### src/rtl/regfile_wb_arbiter.sv
// Writeback arbiter for the regfile single write port.
// Round-robin grants one of NREQ requesters per cycle, registers the winning
// write toward the regfile, and keeps a per-register busy scoreboard that the
// issue stage reads to stall on pending writes.
module regfile_wb_arbiter #(
  parameter int DATA_W    = 64,
  parameter int REG_COUNT = 32,
  parameter int NREQ      = 3,
  localparam int AW       = $clog2(REG_COUNT),
  localparam int IW       = (NREQ > 1) ? $clog2(NREQ) : 1
) (
  input  logic                   clk,
  input  logic                   rst,
  input  logic [NREQ-1:0]        req_valid,
  input  logic [NREQ*AW-1:0]     req_addr,
  input  logic [NREQ*DATA_W-1:0] req_data,
  output logic [NREQ-1:0]        req_ready,
  output logic                   wr_en,
  output logic [AW-1:0]          wr1_addr,
  output logic [DATA_W-1:0]      wr1_data,
  output logic [IW-1:0]          grant_id,
  input  logic                   iss_en,
  input  logic [AW-1:0]          iss_addr,
  input  logic [AW-1:0]          rd1_addr,
  input  logic [AW-1:0]          rd2_addr,
  output logic                   rd1_busy,
  output logic                   rd2_busy
);

  logic [IW-1:0]        ptr;
  logic [IW-1:0]        grant_idx;
  logic                 grant_valid;
  logic [REG_COUNT-1:0] busy;

  // Round-robin search from ptr upward with wrap; first valid requester wins.
  // Depends only on req_valid and ptr, never on the payload.
  always_comb begin
    // NOTE: every combinational output gets a default first so no path can
    // leave it unassigned and infer a latch.
    int idx;
    idx         = 0;
    grant_valid = 1'b0;
    grant_idx   = '0;
    req_ready   = '0;
    for (int k = 0; k < NREQ; k++) begin
      idx = int'(ptr) + k;
      if (idx >= NREQ) idx = idx - NREQ;
      if (!grant_valid && req_valid[idx]) begin
        grant_valid = 1'b1;
        grant_idx   = IW'(idx);
      end
    end
    if (rst) begin
      grant_valid = 1'b0;
    end else if (grant_valid) begin
      req_ready[grant_idx] = 1'b1;
    end
  end

  // Register the granted write and advance the pointer past the winner.
  always_ff @(posedge clk or posedge rst) begin
    if (rst) begin
      ptr      <= '0;
      wr_en    <= 1'b0;
      wr1_addr <= '0;
      wr1_data <= '0;
      grant_id <= '0;
    end else if (grant_valid) begin
      ptr      <= (grant_idx == IW'(NREQ - 1)) ? '0 : grant_idx + 1'b1;
      wr_en    <= 1'b1;
      wr1_addr <= req_addr[int'(grant_idx)*AW +: AW];
      wr1_data <= req_data[int'(grant_idx)*DATA_W +: DATA_W];
      grant_id <= grant_idx;
    end else begin
      wr_en <= 1'b0;
    end
  end

  // Busy scoreboard: commit clears, issue sets; a same-address collision keeps it set.
  always_ff @(posedge clk or posedge rst) begin
    if (rst) begin
      // NOTE: the scoreboard is a flop vector, not a RAM, so it can and must be
      // reset; a stale busy bit after reset would stall issue forever.
      busy <= '0;
    end else begin
      // NOTE: with non-blocking assignments the later statement wins, which is
      // exactly the set-over-clear priority wanted here.
      if (wr_en)  busy[wr1_addr] <= 1'b0;
      if (iss_en) busy[iss_addr] <= 1'b1;
    end
  end

  // Busy lookups read state only; the committing write is not bypassed.
  always_comb begin
    rd1_busy = 1'b0;
    rd2_busy = 1'b0;
    if (!rst) begin
      rd1_busy = busy[rd1_addr];
      rd2_busy = busy[rd2_addr];
    end
  end

endmodule

### config.mk
export PLATFORM = sky130hd
export DESIGN_NAME = regfile_wb_arbiter
export DESIGN_NICKNAME = d
export VERILOG_FILES = /design/src/rtl/regfile_wb_arbiter.sv
export SDC_FILE = /design/constraint.sdc
export NUM_CORES = 1
export LEC_CHECK = 0
export ABC_AREA = 1
export CORE_UTILIZATION = 35
export DETAILED_ROUTE_END_ITERATION = 10
export PLACE_DENSITY = 0.73
export SLEW_MARGIN = 20
export SYNTH_ARGS = -nofsm -noshare
export SYNTH_HDL_FRONTEND = slang
export SYNTH_SLANG_ARGS = --single-unit
### constraint.sdc
create_clock -name clk -period 5.1 [get_ports clk]
set_clock_uncertainty 0.1 [all_clocks]
set_input_delay 1.02 -clock clk [delete_from_list [all_inputs] [get_ports clk]]
set_output_delay 1.02 -clock clk [all_outputs]
set_load 0.01 [all_outputs]
==> metrics list, run 1 <==
- Critical path data required time: 3.98 ns
- During I/O placement, the number of pins put on the boundary was 305.
* Critical path arrival: 3.25 ns
- The run finished, with violations left.
* Clock transition at the register clock pins on the worst setup and hold paths after CTS: roughly 0.07 ns
- The worst setup path is launched from an input pin.
- The signal on the critical path passes through clkdlybuf4s50_1 > nand2_1 > nor2_1 > a21oi_4 > nand3b_1 > nand2_2 > nor2_4 > inv_1 > nor3_2 > clkdlybuf4s50_1.
- Cell depth of the worst flop-to-flop path: 13
- Share of final-layout standard cells stronger than drive strength 1: 0.03598
* Min Tclk post-route: between 4 and 5 ns
* Resized Gates After CTS: 0
- Max capacitance violation total: 0
* Final cycle utilization of the critical path: 0.8571
- Buffers added to address setup during post-CTS repair amount to 0.
* Cells taking the most area after synthesis: sky130_fd_sc_hd__dfrtp_1 40%, sky130_fd_sc_hd__nand2_1 16%, sky130_fd_sc_hd__nand3_1 9.3%
* Sink of the worst hold path: grant_id[1]$_DFFE_PP0P_
* Leading cell type in the layout, fill and taps excluded: sky130_fd_sc_hd__clkdlybuf4s50_1
- Power density of the placed cells: 605.7 nW/um2
- Starting utilization of the core area: 0.3610
- Iter 0 DRT Violations: 500
* Yosys cell types: 27
- Summed negative setup slack over all endpoints: 0 ns
- Crit Reg-Reg Endpoint: wr1_data[11]$_DFFE_PP0P_
- The total area inside the core boundary comes to 18150 um2.
- Total leakage power: 0.004412 uW
- CTS Root Cell: sky130_fd_sc_hd__clkbuf_16
- Headroom to the max-slew limit came out at 0.4129.
- Fill cells in the final layout number 1750.
- Maximum number of pins on one net before global-route repair: 76
* Total of hold buffers inserted after clock tree synthesis: 0
- Clock tree from TritonCTS: yes
- Compared with the post-synthesis result, the final layout area differs by 51.89%.
* Worst VDD drop: approximately 0.49 mV
* Number of antenna violations at the first check in global routing: 5
- Violated checks: DRC
- The die is approximately 140 um wide.
* Number of endpoints with negative hold slack in the final report: 0
* Detail Route Antenna Nets: 0
* Total Routing Usage GR: 0.2701
- At the end of routability-driven placement, the weighted congestion stood at 0.8870.
- The worst setup path is of the input pin to primary output kind.
- The die is 138.8 um tall.
- The cell area that synthesis handed to floorplanning was 6551 um2.
- Warnings, synthesis: 0
- In this run the number of cells on the critical path is 10.
- Worst reg2reg path startpoint: ptr[0]$_DFFE_PP0P_
- In this run, synthesis produced a sequential element count of around 110.
- Timing would allow up to 228.8 MHz.
* Maximum buffer depth of the clock tree: 2
- Flop2flop setup slack: 1.49 ns
- After detailed routing, the number of vias per cell comes to 5.294.
- Inserted Clock Buffers: 9
- Leading cell types in the layout, fill and taps excluded: 304 x sky130_fd_sc_hd__clkdlybuf4s50_1, 279 x sky130_fd_sc_hd__nand2_1, 122 x sky130_fd_sc_hd__nand3_1, 113 x sky130_fd_sc_hd__a21oi_1, 106 x sky130_fd_sc_hd__dfrtp_1
* Final instance count without filler cells: 1455
- Number of endpoints failing setup at the final stage: 0
- Kind of end point of the critical path: primary output
* Cell at the slowest stage of the critical path: sky130_fd_sc_hd__clkdlybuf4s50_1
* Largest stage delay on the critical path: 0.55 ns
* Synthesized instance count: around 950
- The net count of the finished layout is between 1000 and 1500.
* CP Buf/Inv Count: 3
- The via count of the first global-routing pass was 7434.
* Pre-antenna DRT Iters: 8
- Yosys top cell area share: 0.4049
- Including well taps, the total number of placed cells is 1436.
* Worst hold path stage count: 2
- Per-instance average area after synthesis: 6.911 um2
- sky130_fd_sc_hd__dfrtp_1 takes more of the synthesized area than any other cell.
- Sequential share of the synthesized area: 0.4049
- Summed over all layers, the routed wires come to 26.26 mm.
- Transition time at the pin with the least slew margin: 0.8794 ns
* RSZ-0062 raised after global routing: false
- Row generation in the floorplan step produced ~50 rows.
* Final number of max-transition violations: 0
- H-tree levels: 3
* Port-buffer cells: 304
- In the routed design, unresolved DRC markers number 6.
- In this run the worst path has a maximum fanout of 15.
* Launch point of the worst hold path: grant_id[1]$_DFFE_PP0P_
- Clock latency of the later-clocked register in the worst-skew pair: 0.35 ns
* TritonCTS sink count: 106
- HPWL after DPL: 19.27 mm
- Among the stages of the critical path, the cell type that occurs most often is sky130_fd_sc_hd__clkdlybuf4s50_1.
* Wire length of the first global-routing pass: 40.31 mm
* Worst min-delay path class: flop to flop
- The routed layout has 7703 vias.
- The die covers roughly 19000 um2.
- For this run the aggregate overflow at the end of global routing stands at 0.
- Among cell families on the critical path, the largest total delay comes from buffers and inverters.
* Routed wirelength normalized by instance count: 18.05 um
* Total nets after synthesis: 1180
[worst max-delay path by stage]
stage | startpoint | end
CTS | req_valid[2] | req_ready[0]
detailed placement | req_valid[2] | req_ready[0]
global placement | req_valid[2] | req_ready[0]
global route | rd1_addr[0] | rd1_busy
floorplan | rst | req_ready[1]
finish | req_valid[2] | req_ready[0]
[synthesized netlist by cell type]
| master | n |
|---|---|
| sky130_fd_sc_hd__a21oi_4 | 1 |
| sky130_fd_sc_hd__o21ai_1 | 2 |
| sky130_fd_sc_hd__o22ai_1 | 1 |
| sky130_fd_sc_hd__o21ai_0 | 84 |
| sky130_fd_sc_hd__o21bai_1 | 13 |
| sky130_fd_sc_hd__o21a_1 | 1 |
| sky130_fd_sc_hd__nand3_1 | 122 |
| sky130_fd_sc_hd__nand2_4 | 1 |
| sky130_fd_sc_hd__nand4_2 | 1 |
| sky130_fd_sc_hd__ha_1 | 4 |
| sky130_fd_sc_hd__nor2_1 | 94 |
| sky130_fd_sc_hd__nand3b_1 | 1 |
| sky130_fd_sc_hd__nand2_1 | 279 |
| sky130_fd_sc_hd__a21oi_1 | 113 |
| sky130_fd_sc_hd__buf_4 | 12 |
| sky130_fd_sc_hd__buf_2 | 35 |
| sky130_fd_sc_hd__nand4_1 | 1 |
| sky130_fd_sc_hd__nor2_4 | 1 |
| sky130_fd_sc_hd__nor3_2 | 1 |
| sky130_fd_sc_hd__inv_2 | 7 |
| sky130_fd_sc_hd__inv_1 | 40 |
| sky130_fd_sc_hd__o221ai_1 | 12 |
| sky130_fd_sc_hd__nand2_2 | 3 |
| sky130_fd_sc_hd__o211ai_1 | 3 |
| sky130_fd_sc_hd__buf_6 | 4 |
| sky130_fd_sc_hd__dfrtp_1 | 106 |
| sky130_fd_sc_hd__clkbuf_1 | 6 |
[kinds of logic after synthesis]
| logic type | synth area share |
|---|---|
| buffers and inverters | 0.07773 |
| and+or+nand+nor | 0.3188 |
| DFF | 0.4049 |
| adders and majority gates | 0.007640 |
| AOI/OAI and AO/OA | 0.1910 |
[registers in the layout, indices dropped and copies added (netlist names)]
register / cells
wr1_data: 64
busy: 32
ptr: 2
wr_en: 1
wr1_addr: 5
grant_id: 2
[routing by layer]
| layer | global-route usage | vias to the layer above | share of wire |
|---|---|---|---|
| met5 | 0 | - | 0.0012 |
| met4 | 0.1076 | 4 | 0.031 |
| met3 | 0.06733 | 52 | 0.077 |
| met2 | 0.4601 | 315 | 0.50 |
| met1 | 0.3268 | 3636 | 0.39 |
| li1 | - | 3696 | - |
[per-stage QoR]
stage | setup WS, ns | area (um2) | total power [uW] | utilization | hold slack, ns
6_report | 0.7288 | 9951 | 6027 | 0.5483 | 0.3929
5_1_grt | 0.6076 | 9951 | 6493 | 0.5483 | 0.4044
4_1_cts | 0.7405 | 9943 | 6039 | 0.5479 | 0.3983
3_5_place_dp | 0.7468 | 9642 | 5296 | 0.5313 | 0.3774
3_3_place_gp | 0.7571 | 9642 | 5266 | 0.5313 | 0.3666
2_1_floorplan | 0.5615 | 6555 | 3866 | - | 0.3829
[power by group]
group | leakage [uW] | internal (uW) | total (uW) | switching, uW
Clock | 0.000153 | 396 | 727 | 331
Sequential | 0.00120 | 1270 | 1630 | 356
Combinational | 0.00306 | 1450 | 3670 | 2220
[area by class of cell]
cell class                      count  area (um2)  share of cell area
Sequential cell                   106        2653              0.2666
Clock buffer                       10       239.0             0.02402
Inverter                           47       180.2             0.01811
Timing Repair Buffer              316        3133              0.3148
Multi-Input combinational cell    738        3390              0.3406
Antenna cell                        3       7.507           0.0007544
Clock inverter                      6       62.56            0.006287
Tap cell                          229       286.5             0.02879
[worst register-to-register path, delay by kind of cell (launching register included)]
family / cells / cell delay [ns]
buffers and inverters: 5 / 1.86
adder cells (fa/ha/maj): 1 / 0.42
flip-flops: 1 / 0.39
AND/OR/NAND/NOR: 5 / 0.49
AO/OA/AOI/OAI: 2 / 0.25
(Power assumes the default switching activity.)
==> inputs of run 2 (changes only) <==
TNS_END_PERCENT = 50   (was not set)
==> results of run 2 <==
Same layout as run 1: the final DEF is identical, and so are final timing and power.
==> inputs of run 3 (changes only) <==
HOLD_SLACK_MARGIN = 0.08   (was not set)
==> results of run 3 <==
Same layout as run 1: the final DEF is identical, and so are final timing and power.
